==> config.mk <==
export PLATFORM = sky130hd
export DESIGN_NAME = pipe_stage_latch
export DESIGN_NICKNAME = d
export VERILOG_FILES = /design/src/rtl/pipe_pkg.sv /design/src/rtl/pipe_data_slot.sv /design/src/rtl/pipe_stage_latch.sv
export SDC_FILE = /design/constraint.sdc
export NUM_CORES = 1
export LEC_CHECK = 0
export CAP_MARGIN = 20
export CORE_UTILIZATION = 25
export DETAILED_ROUTE_END_ITERATION = 10
export SYNTH_ARGS = -nofsm -noshare
export SYNTH_HDL_FRONTEND = slang
export SYNTH_SLANG_ARGS = --single-unit
export TNS_END_PERCENT = 1
==> constraint.sdc <==
create_clock -name clk -period 1.7 [get_ports clk]
set_clock_uncertainty 0.1 [all_clocks]
set_input_delay 0.17 -clock clk [delete_from_list [all_inputs] [get_ports clk]]
set_output_delay 0.17 -clock clk [all_outputs]
set_load 0.01 [all_outputs]
==> src/rtl/pipe_pkg.sv <==
// ---------------------------------------------------------------------------
// pipe_pkg
//   Definitions shared by the pipeline-register slice (pipe_stage_latch and
//   pipe_data_slot).
//   - WORD_W          : native datapath word width
//   - CH_PC..CH_B     : channel index of each field inside a packed stage word
//   - NOP_INSTR       : instruction encoding used as a pipeline bubble
//   - occ_state_t     : occupancy state of a stage (EMPTY / ONE / FULL)
//   - occ_count()     : number of entries held in a given occupancy state
// ---------------------------------------------------------------------------
package pipe_pkg;

    localparam int WORD_W = 32;

    // Channel k of a stage word lives at [k*WIDTH +: WIDTH].
    localparam int CH_PC = 0;
    localparam int CH_IR = 1;
    localparam int CH_A  = 2;
    localparam int CH_B  = 3;

    localparam logic [WORD_W-1:0] NOP_INSTR = 32'h0000_0000;

    // Encodings are chosen so that the state value equals the entry count.
    typedef enum logic [1:0] {
        OCC_EMPTY = 2'd0,
        OCC_ONE   = 2'd1,
        OCC_FULL  = 2'd2
    } occ_state_t;

    function automatic logic [1:0] occ_count(input occ_state_t state);
        logic [1:0] count;
        case (state)
            OCC_ONE:  count = 2'd1;
            OCC_FULL: count = 2'd2;
            default:  count = 2'd0;
        endcase
        return count;
    endfunction

endpackage

==> src/rtl/pipe_data_slot.sv <==
// ---------------------------------------------------------------------------
// pipe_data_slot
//   One storage slot of a pipeline register: NUM_CH channels of WIDTH bits,
//   loaded together when load=1, cleared asynchronously to RESET_VAL
//   (replicated into every bit) while reset is low.
// Ports
//   clk    in   1              rising-edge clock
//   reset  in   1              asynchronous, active-low clear
//   load   in   1              capture d on the next rising edge
//   d      in   NUM_CH*WIDTH   next slot contents
//   q      out  NUM_CH*WIDTH   current slot contents
// ---------------------------------------------------------------------------
module pipe_data_slot
    import pipe_pkg::*;
#(
    parameter int   WIDTH     = WORD_W,
    parameter int   NUM_CH    = 4,
    parameter logic RESET_VAL = 1'b0
) (
    input  logic                    clk,
    input  logic                    reset,
    input  logic                    load,
    input  logic [NUM_CH*WIDTH-1:0] d,
    output logic [NUM_CH*WIDTH-1:0] q
);

    genvar gi;
    generate
        for (gi = 0; gi < NUM_CH; gi++) begin : g_ch
            logic [WIDTH-1:0] ch_reg;

            always_ff @(posedge clk or negedge reset) begin
                if (!reset) begin
                    ch_reg <= {WIDTH{RESET_VAL}};
                end else if (load) begin
                    ch_reg <= d[gi*WIDTH +: WIDTH];
                end
            end

            assign q[gi*WIDTH +: WIDTH] = ch_reg;
        end
    endgenerate

endmodule

==> src/rtl/pipe_stage_latch.sv <==
// ---------------------------------------------------------------------------
// pipe_stage_latch
//   Inter-stage pipeline register (F/D, D/X, X/M, M/W) carrying NUM_CH
//   channels of WIDTH bits with a valid/ready handshake. A 2-entry skid
//   buffer (main + skid slot) gives full throughput while in_ready stays a
//   pure register output. flush squashes every held entry synchronously.
//
// Optional feature: define PIPE_STAGE_PERF_EN to add the saturating
//   stall_cycles / bubble_cycles counters (and the CNT_W parameter).
//
// Ports
//   clk           in   1              rising-edge clock
//   reset         in   1              asynchronous, active-low reset
//   flush         in   1              synchronous squash of all entries
//   in_valid      in   1              upstream has data
//   in_ready      out  1              stage can accept (registered)
//   in_data       in   NUM_CH*WIDTH   channel k at [k*WIDTH +: WIDTH]
//   out_valid     out  1              main slot holds valid data
//   out_ready     in   1              downstream accepts (0 = stall)
//   out_data      out  NUM_CH*WIDTH   main slot contents
//   occupancy     out  2              entries held: 0, 1 or 2
//   stall_cycles  out  CNT_W          cycles with out_valid & !out_ready
//   bubble_cycles out  CNT_W          cycles with !out_valid & !flush
// ---------------------------------------------------------------------------
module pipe_stage_latch
    import pipe_pkg::*;
#(
    parameter int   WIDTH     = WORD_W,
    parameter int   NUM_CH    = 4,
    parameter logic RESET_VAL = 1'b0
`ifdef PIPE_STAGE_PERF_EN
    ,
    parameter int   CNT_W     = 32
`endif
) (
    input  logic                    clk,
    input  logic                    reset,
    input  logic                    flush,
    input  logic                    in_valid,
    output logic                    in_ready,
    input  logic [NUM_CH*WIDTH-1:0] in_data,
    output logic                    out_valid,
    input  logic                    out_ready,
    output logic [NUM_CH*WIDTH-1:0] out_data,
    output logic [1:0]              occupancy
`ifdef PIPE_STAGE_PERF_EN
    ,
    output logic [CNT_W-1:0]        stall_cycles,
    output logic [CNT_W-1:0]        bubble_cycles
`endif
);

    localparam int DATA_W = NUM_CH * WIDTH;

    occ_state_t        state_reg;
    occ_state_t        state_next;
    logic              in_ready_reg;

    logic              accept;
    logic              pop;
    logic              load_main;
    logic              load_skid;
    logic              main_from_skid;

    logic [DATA_W-1:0] main_d;
    logic [DATA_W-1:0] main_q;
    logic [DATA_W-1:0] skid_q;

    // -----------------------------------------------------------------------
    // Handshake
    // -----------------------------------------------------------------------
    assign out_valid = (state_reg != OCC_EMPTY);
    assign accept    = in_valid & in_ready_reg;
    assign pop       = out_valid & out_ready;

    // -----------------------------------------------------------------------
    // Occupancy FSM: state register
    // -----------------------------------------------------------------------
    always_ff @(posedge clk or negedge reset) begin
        if (!reset) begin
            state_reg    <= OCC_EMPTY;
            in_ready_reg <= 1'b1;
        end else begin
            state_reg    <= state_next;
            // in_ready is computed from the next state so it is already
            // correct in the first cycle of that state, with no comb path
            // from out_ready.
            in_ready_reg <= (state_next != OCC_FULL);
        end
    end

    // -----------------------------------------------------------------------
    // Occupancy FSM: next state and slot load controls
    // -----------------------------------------------------------------------
    always_comb begin
        state_next     = state_reg;
        load_main      = 1'b0;
        load_skid      = 1'b0;
        main_from_skid = 1'b0;

        if (flush) begin
            // Squash: drop everything, including this cycle's input. The data
            // slots are left untouched; only the valid state is cleared.
            state_next = OCC_EMPTY;
        end else begin
            case (state_reg)
                OCC_EMPTY: begin
                    if (accept) begin
                        load_main  = 1'b1;
                        state_next = OCC_ONE;
                    end
                end
                OCC_ONE: begin
                    if (accept && pop) begin
                        load_main = 1'b1;
                    end else if (accept) begin
                        // Downstream stalled in the same cycle we accepted:
                        // park the newcomer in the skid slot.
                        load_skid  = 1'b1;
                        state_next = OCC_FULL;
                    end else if (pop) begin
                        state_next = OCC_EMPTY;
                    end
                end
                OCC_FULL: begin
                    // in_ready is low here, so accept cannot occur.
                    if (pop) begin
                        load_main      = 1'b1;
                        main_from_skid = 1'b1;
                        state_next     = OCC_ONE;
                    end
                end
                default: begin
                    state_next = OCC_EMPTY;
                end
            endcase
        end
    end

    // -----------------------------------------------------------------------
    // Data slots
    // -----------------------------------------------------------------------
    assign main_d = main_from_skid ? skid_q : in_data;

    pipe_data_slot #(
        .WIDTH     (WIDTH),
        .NUM_CH    (NUM_CH),
        .RESET_VAL (RESET_VAL)
    ) u_main_slot (
        .clk   (clk),
        .reset (reset),
        .load  (load_main),
        .d     (main_d),
        .q     (main_q)
    );

    pipe_data_slot #(
        .WIDTH     (WIDTH),
        .NUM_CH    (NUM_CH),
        .RESET_VAL (RESET_VAL)
    ) u_skid_slot (
        .clk   (clk),
        .reset (reset),
        .load  (load_skid),
        .d     (in_data),
        .q     (skid_q)
    );

    assign in_ready  = in_ready_reg;
    assign out_data  = main_q;
    assign occupancy = occ_count(state_reg);

`ifdef PIPE_STAGE_PERF_EN
    // -----------------------------------------------------------------------
    // Performance counters: saturate at all-ones, cleared only by reset.
    // -----------------------------------------------------------------------
    logic [CNT_W-1:0] stall_cnt_reg;
    logic [CNT_W-1:0] bubble_cnt_reg;

    always_ff @(posedge clk or negedge reset) begin
        if (!reset) begin
            stall_cnt_reg  <= '0;
            bubble_cnt_reg <= '0;
        end else begin
            if (out_valid && !out_ready && (stall_cnt_reg != '1)) begin
                stall_cnt_reg <= stall_cnt_reg + 1'b1;
            end
            if (!out_valid && !flush && (bubble_cnt_reg != '1)) begin
                bubble_cnt_reg <= bubble_cnt_reg + 1'b1;
            end
        end
    end

    assign stall_cycles  = stall_cnt_reg;
    assign bubble_cycles = bubble_cnt_reg;
`endif

endmodule
# Yosys cells after proc, flatten, opt, wreduce, memory -nomap -nowiden
# Cells that the tools add are included.
[word_totals]
output_inout_bits = 132
inputBits = 133
elab_cells = 37
register_bits = 259
[classes]
n_eq_ne = 3
bitwise = 2
reduce_logical = 3
mux = 19
[ops]
columns = ["cell", "n"]
rows = [
  ["2-to-1 mux 128 bit", 1],
  ["2-to-1 mux 2 bit", 6],
  ["2-to-1 mux 1 bit", 9],
  ["one-hot mux 2 bit (3 select lines)", 1],
  ["one-hot mux 2 bit (2 select lines)", 1],
  ["one-hot mux 1 bit (3 select lines)", 1],
  ["bitwise AND 1 bit", 2],
  ["== test 2 x 1 -> 1 bit, second input constant", 1],
  ["== test 2 bit, second input constant", 1],
  ["zero test 2 bit", 1],
  ["!= test 2 bit, second input constant", 1],
  ["nonzero test 2 bit", 1],
  ["logical AND 1 bit", 1],
]

# Longest topological paths before layout
[depth]
word_depth = 8
depth_mapped = 7
mapped_depth_nobuf = 4

# Hierarchy
# Synthesis repeated with hierarchy kept, for this count alone.
[unflattened]
hier_cells = 704
area_unflattened_um2 = 11496.0
[by_module_without_submodules]
columns = ["mod", "cells_each", "seq_area_each_um2", "area_each_um2", "n_inst"]
rows = [
  ["pipe_data_slot", 270, 3203.1, 4822.1, 2],
  ["pipe_stage_latch", 164, 76.3, 1851.8, 1],
]

# Least setup slack after synthesis
# No wires, ideal clock.
[synth_timing]
path_kind = "reg2reg"
start = "register in_ready_reg (netlist: in_ready)"
end = "register u_main_slot.g_ch[1].ch_reg[30]"
arrival_ns = 1.449
stages_incl_launch_ff = 6
required_ns = 1.463
setup_slack_ns = 0.014
setup_time_ns = 0.137
n_path_buf = 2
synth_period_minus_slack_ns = 1.686
path_cell_list = "dfstp_2 > nand4bb_1 > a31oi_2 > buf_4 > clkbuf_1 > a21oi_1"
[synth_between]
elab_chain_cells = 5
word_cells_on_any_way = 6
classes_between = "mux: 4; bitwise: 1; reduce/logical: 1"
[synth_lines]
columns = ["element", "line_no", "rtl"]
rows = [
  ["from (decl)", "pipe_stage_latch.sv:57", "logic in_ready_reg;"],
  ["from (signal assigned)", "pipe_stage_latch.sv:88", "in_ready_reg <= (state_next != OCC_FULL);"],
  ["bitwise AND 1 bit (*)", "pipe_stage_latch.sv:73", "assign accept = in_valid & in_ready_reg;"],
  ["logical AND 1 bit", "pipe_stage_latch.sv:114", "if (accept && pop) begin"],
  ["2-to-1 mux 1 bit", "pipe_stage_latch.sv:114", ""],
  ["one-hot mux 1 bit (3 select lines) (*)", "pipe_stage_latch.sv:106", "case (state_reg)"],
  ["2-to-1 mux 1 bit (*)", "pipe_stage_latch.sv:101", "if (flush) begin"],
  ["to (signal assigned)", "pipe_data_slot.sv:34", "ch_reg <= {WIDTH{RESET_VAL}};"],
  ["to (signal assigned)", "pipe_data_slot.sv:36", "ch_reg <= d[gi*WIDTH +: WIDTH];"],
  ["to (decl)", "pipe_data_slot.sv:30", "logic [WIDTH-1:0] ch_reg;"],
]
# Mark *: on every way between the ends. The rest lies on a longest branch, timed or not.
# A chain may end at the register's enable or synchronous reset.

# Worst setup path after layout
[layout_timing]
start = "register state_reg[1]"
end = "register u_main_slot.g_ch[1].ch_reg[14]"
[layout_between]
elab_chain_cells = 6
word_cells_on_any_way = 13
classes_between = "eq/ne: 2; mux: 7; bitwise: 1; reduce/logical: 3"
[layout_lines]
columns = ["element", "line_no", "rtl"]
rows = [
  ["from (decl)", "pipe_stage_latch.sv:55", "occ_state_t state_reg;"],
  ["from (signal assigned)", "pipe_stage_latch.sv:84", "state_reg <= state_next;"],
  ["nonzero test 2 bit", "pipe_stage_latch.sv:72", "assign out_valid = (state_reg != OCC_EMPTY);"],
  ["bitwise AND 1 bit", "pipe_stage_latch.sv:74", "assign pop = out_valid & out_ready;"],
  ["logical AND 1 bit / 2-to-1 mux 1 bit (equally long branches)", "pipe_stage_latch.sv:114, pipe_stage_latch.sv:127", ""],
  ["2-to-1 mux 1 bit, on equally long branches", "pipe_stage_latch.sv:114, pipe_stage_latch.sv:106", ""],
  ["one-hot mux 1 bit (3 select lines) / 2-to-1 mux 1 bit (equally long branches)", "pipe_stage_latch.sv:106, pipe_stage_latch.sv:101", ""],
  ["2-to-1 mux 1 bit / 2-to-1 mux 128 bit (equally long branches)", "pipe_stage_latch.sv:101, pipe_stage_latch.sv:143", ""],
]
# Several ways; a longest one is shown, not always the timed one.

==> impl_metrics.csv <==
group,metric,value,unit
status,status,"finished with violations",
status,violations,"setup timing",
critical_path,worstSetupPathType,"reg2reg",
sta,finalSetupViolations,240,
power_and_ir_drop,p_per_area,1140,nW/µm²
final_layout,nets,1324,
clocking,cts_root_buf,"clkbuf_16",
final_layout,final_common_cell,"dfrtp_1",
power_and_ir_drop,ir_worst_vdd,0.000703,V
drt,drc_errors,0,
clocking,clockBufferDepth,3,
synth,ys_warn_count,0,
synth,ys_ff_latch,259,
sta,worst_slack,-0.316,ns
critical_path,cp-start-kind,"flop",
drt,via_per_inst,4.34,
drt,finalWirelength,31300,µm
critical_path,path_max_fanout,9,
sta,fin_crit_sh,119,%
sta,fin_crit,2.02,ns
synth,syn_area,11000,µm²
synth,synthCells,846,
synth,synth_nets,979,
clocking,cts_buffers,30,
power_and_ir_drop,p_leak,0.00680,µW
global_route,grt_start_max_net_pins,53,
sta,finalHoldWorstSlack,0.0774,ns
synth,avgSynthCellArea,13.0,µm²
final_layout,regArea,6480,µm²
flow_run,cap_violations,0,
clocking,htreeDepth,1,
sta,tns,-34.11,ns
floorplanning,dieArea,45000,µm²
floorplanning,fp.dieW,212,µm
drt,dr.pass1.iters,4,
synth,synth_area_leader_cell,"dfrtp_1",
floorplanning,rows,76,
clocking,cts_tree,"done",
global_route,grt_antenna_before_repair,1,
clocking,clk_latency,0.56,ns
global_route,grt_pass1_wl,44100,µm
floorplanning,die_height,212,µm
drt,antenna_left,0,
global_route,grt-ovfl-total,0,
final_layout,syn_to_final_growth,50.4,%
floorplanning,core_area,43300,µm²
floorplanning,ios,265,
sta,clock.fmax,496,MHz
critical_path,worstPathRequired,2.08,ns
synth,yosysSeqAreaShare,58.8,%
sta,max_slew_margin,64.1,%
critical_path,worstPathArrival,2.39,ns
synth,ys_top_cells_by_area,"dfrtp_1 59%, mux2i_1 12%, mux2_1 11%",
clocking,clock_sinks,259,
sta,rsz0062_at_grt,"yes",
place,dpl.hpwl,19500,µm
synth,ys_types,27,
final_layout,stdcell_count,1798,
final_layout,fill_cells,4182,
sta,finalHoldViolCount,0,
sta,worst_pin_slew,0.538,ns
sta,maxSlewViolCount,0,
min_path,hp-class,"in2async",
critical_path,crit_path_end_kind,"flop",
clocking,cts.clk_slew.worst_paths,0.06,ns
place,gp_congestion,0.735,
final_layout,final_core_util,38.3,%
place,dp.cells,1703,
final_layout,drive_above_1_share,17.9,%
final_layout,layout_common_cells,"257 x dfrtp_1, 131 x clkdlybuf4s50_1, 128 x dlygate4sd2_1",
place,io_buffers,264,
drt,wl_per_cell,17.4,µm
floorplanning,start_util,25.5,%
drt,drt-initial-drc-count,300,
global_route,groute.usage.overall,12.3,%
drt,vias,7803,
synth,synth_top_cell_area_share,58.5,%
final_layout,multi_input_area,4150,µm²
global_route,grt_pass1_vias,7964,
==> repair_timing <==
action / in CTS / in global routing
hold endpoints to repair: 258 / 0
setup buffers: 7 / 9
gates resized for setup: 158 / 67
hold buffers: 1 / 0
endpoints found under the setup margin: 384 / 259
gates cloned: 0 / 25
pin swaps: 3 / 16
==> per-stage QoR <==
step	worst slack, ns	power, µW	cell area [µm²]
6_report	-0.316	19000	16600
5_1_grt	-0.394	20000	16600
4_1_cts	-0.189	18800	15600
3_5_place_dp	-0.289	12700	14700
3_3_place_gp	-0.262	12500	14700
2_1_floorplan	0.0137	10200	11000
==> where the power goes <==
| part | internal (µW) | switching [µW] |
|---|---|---|
| clock | 3920 | 2530 |
| combinational | 2190 | 1730 |
| sequential | 7720 | 875 |
| total | 13800 | 5140 |
==> area by class of cell <==
type / instances / share of cell area (%)
clock buffer: 45 / 5.42
sequential: 259 / 39.1
timing repair buffer: 370 / 25.4
clock inverter: 8 / 0.581
tap: 585 / 4.41
antenna: 1 / 0.0151
inverter: 1 / 0.0226
multi-input combinational: 529 / 25.0
==> layer usage <==
metal / routed length [µm] / vias to the layer above / share of wire (%) / GRT usage, %
met5: 0 / - / 0 / 0
met3: 1270 / 47 / 4.1 / 2.02
met4: 707 / 0 / 2.3 / 4.40
met2: 15500 / 166 / 50 / 20.8
met1: 13800 / 3940 / 44 / 15.9
li1: - / 3650 / - / -
==> logic make-up (layout without fill, tap and decap cells) <==
logic type	after synthesis	after routing	synth area share, %
AO/OA/AOI/OAI	131	131	6.05
flip-flops	259	259	58.8
AND/OR/NAND/NOR	142	142	5.32
multiplexers	256	256	24.7
buffers and inverters	58	424	5.17
other	0	1	0
==> Yosys cell counts <==
| cell type | count |
|---|---|
| dfrtp_1 | 258 |
| nor2_1 | 130 |
| a21oi_1 | 128 |
| mux2i_1 | 128 |
| mux2_1 | 109 |
| buf_2 | 23 |
| mux2_2 | 19 |
| buf_12 | 13 |
| buf_6 | 12 |
| clkbuf_1 | 5 |
| buf_4 | 3 |
| and3b_1 | 2 |
| nand2_1 | 2 |
| a31oi_1 | 1 |
| a31oi_2 | 1 |
| and2_1 | 1 |
| and2b_1 | 1 |
| buf_8 | 1 |
| dfstp_2 | 1 |
| inv_1 | 1 |
| nand3b_1 | 1 |
| nand4_2 | 1 |
| nand4b_1 | 1 |
| nand4bb_1 | 1 |
| nor2b_4 | 1 |
| o21bai_1 | 1 |
| or2_2 | 1 |
==> worst max-delay path, stage by stage (launching register included) <==
cell,delay (ns)
dfrtp_1,0.40
buf_6,0.13
buf_6,0.11
nand4b_1,0.23
a31oi_4,0.28
buf_12,0.17
clkbuf_16,0.17
clkbuf_16,0.15
nor2_1,0.04
a21oi_1,0.17
==> path summary, 6_finish.rpt <==
kind	start	to	slack [ns]	cells after the start
setup / recovery	state_reg[1]	u_main_slot.g_ch[1].ch_reg[14]	-0.32	9
hold / removal	reset	u_main_slot.g_ch[2].ch_reg[29]	0.08	2
setup reg to reg	state_reg[1]	u_main_slot.g_ch[1].ch_reg[14]	-0.32	9
hold reg to reg	u_skid_slot.g_ch[3].ch_reg[26]	u_skid_slot.g_ch[3].ch_reg[26]	0.39	1
max in group asynchronous	reset	in_ready	0.76	3
min in group clk	in_data[27]	u_skid_slot.g_ch[0].ch_reg[27]	0.13	2
(Power assumes the default switching activity.)
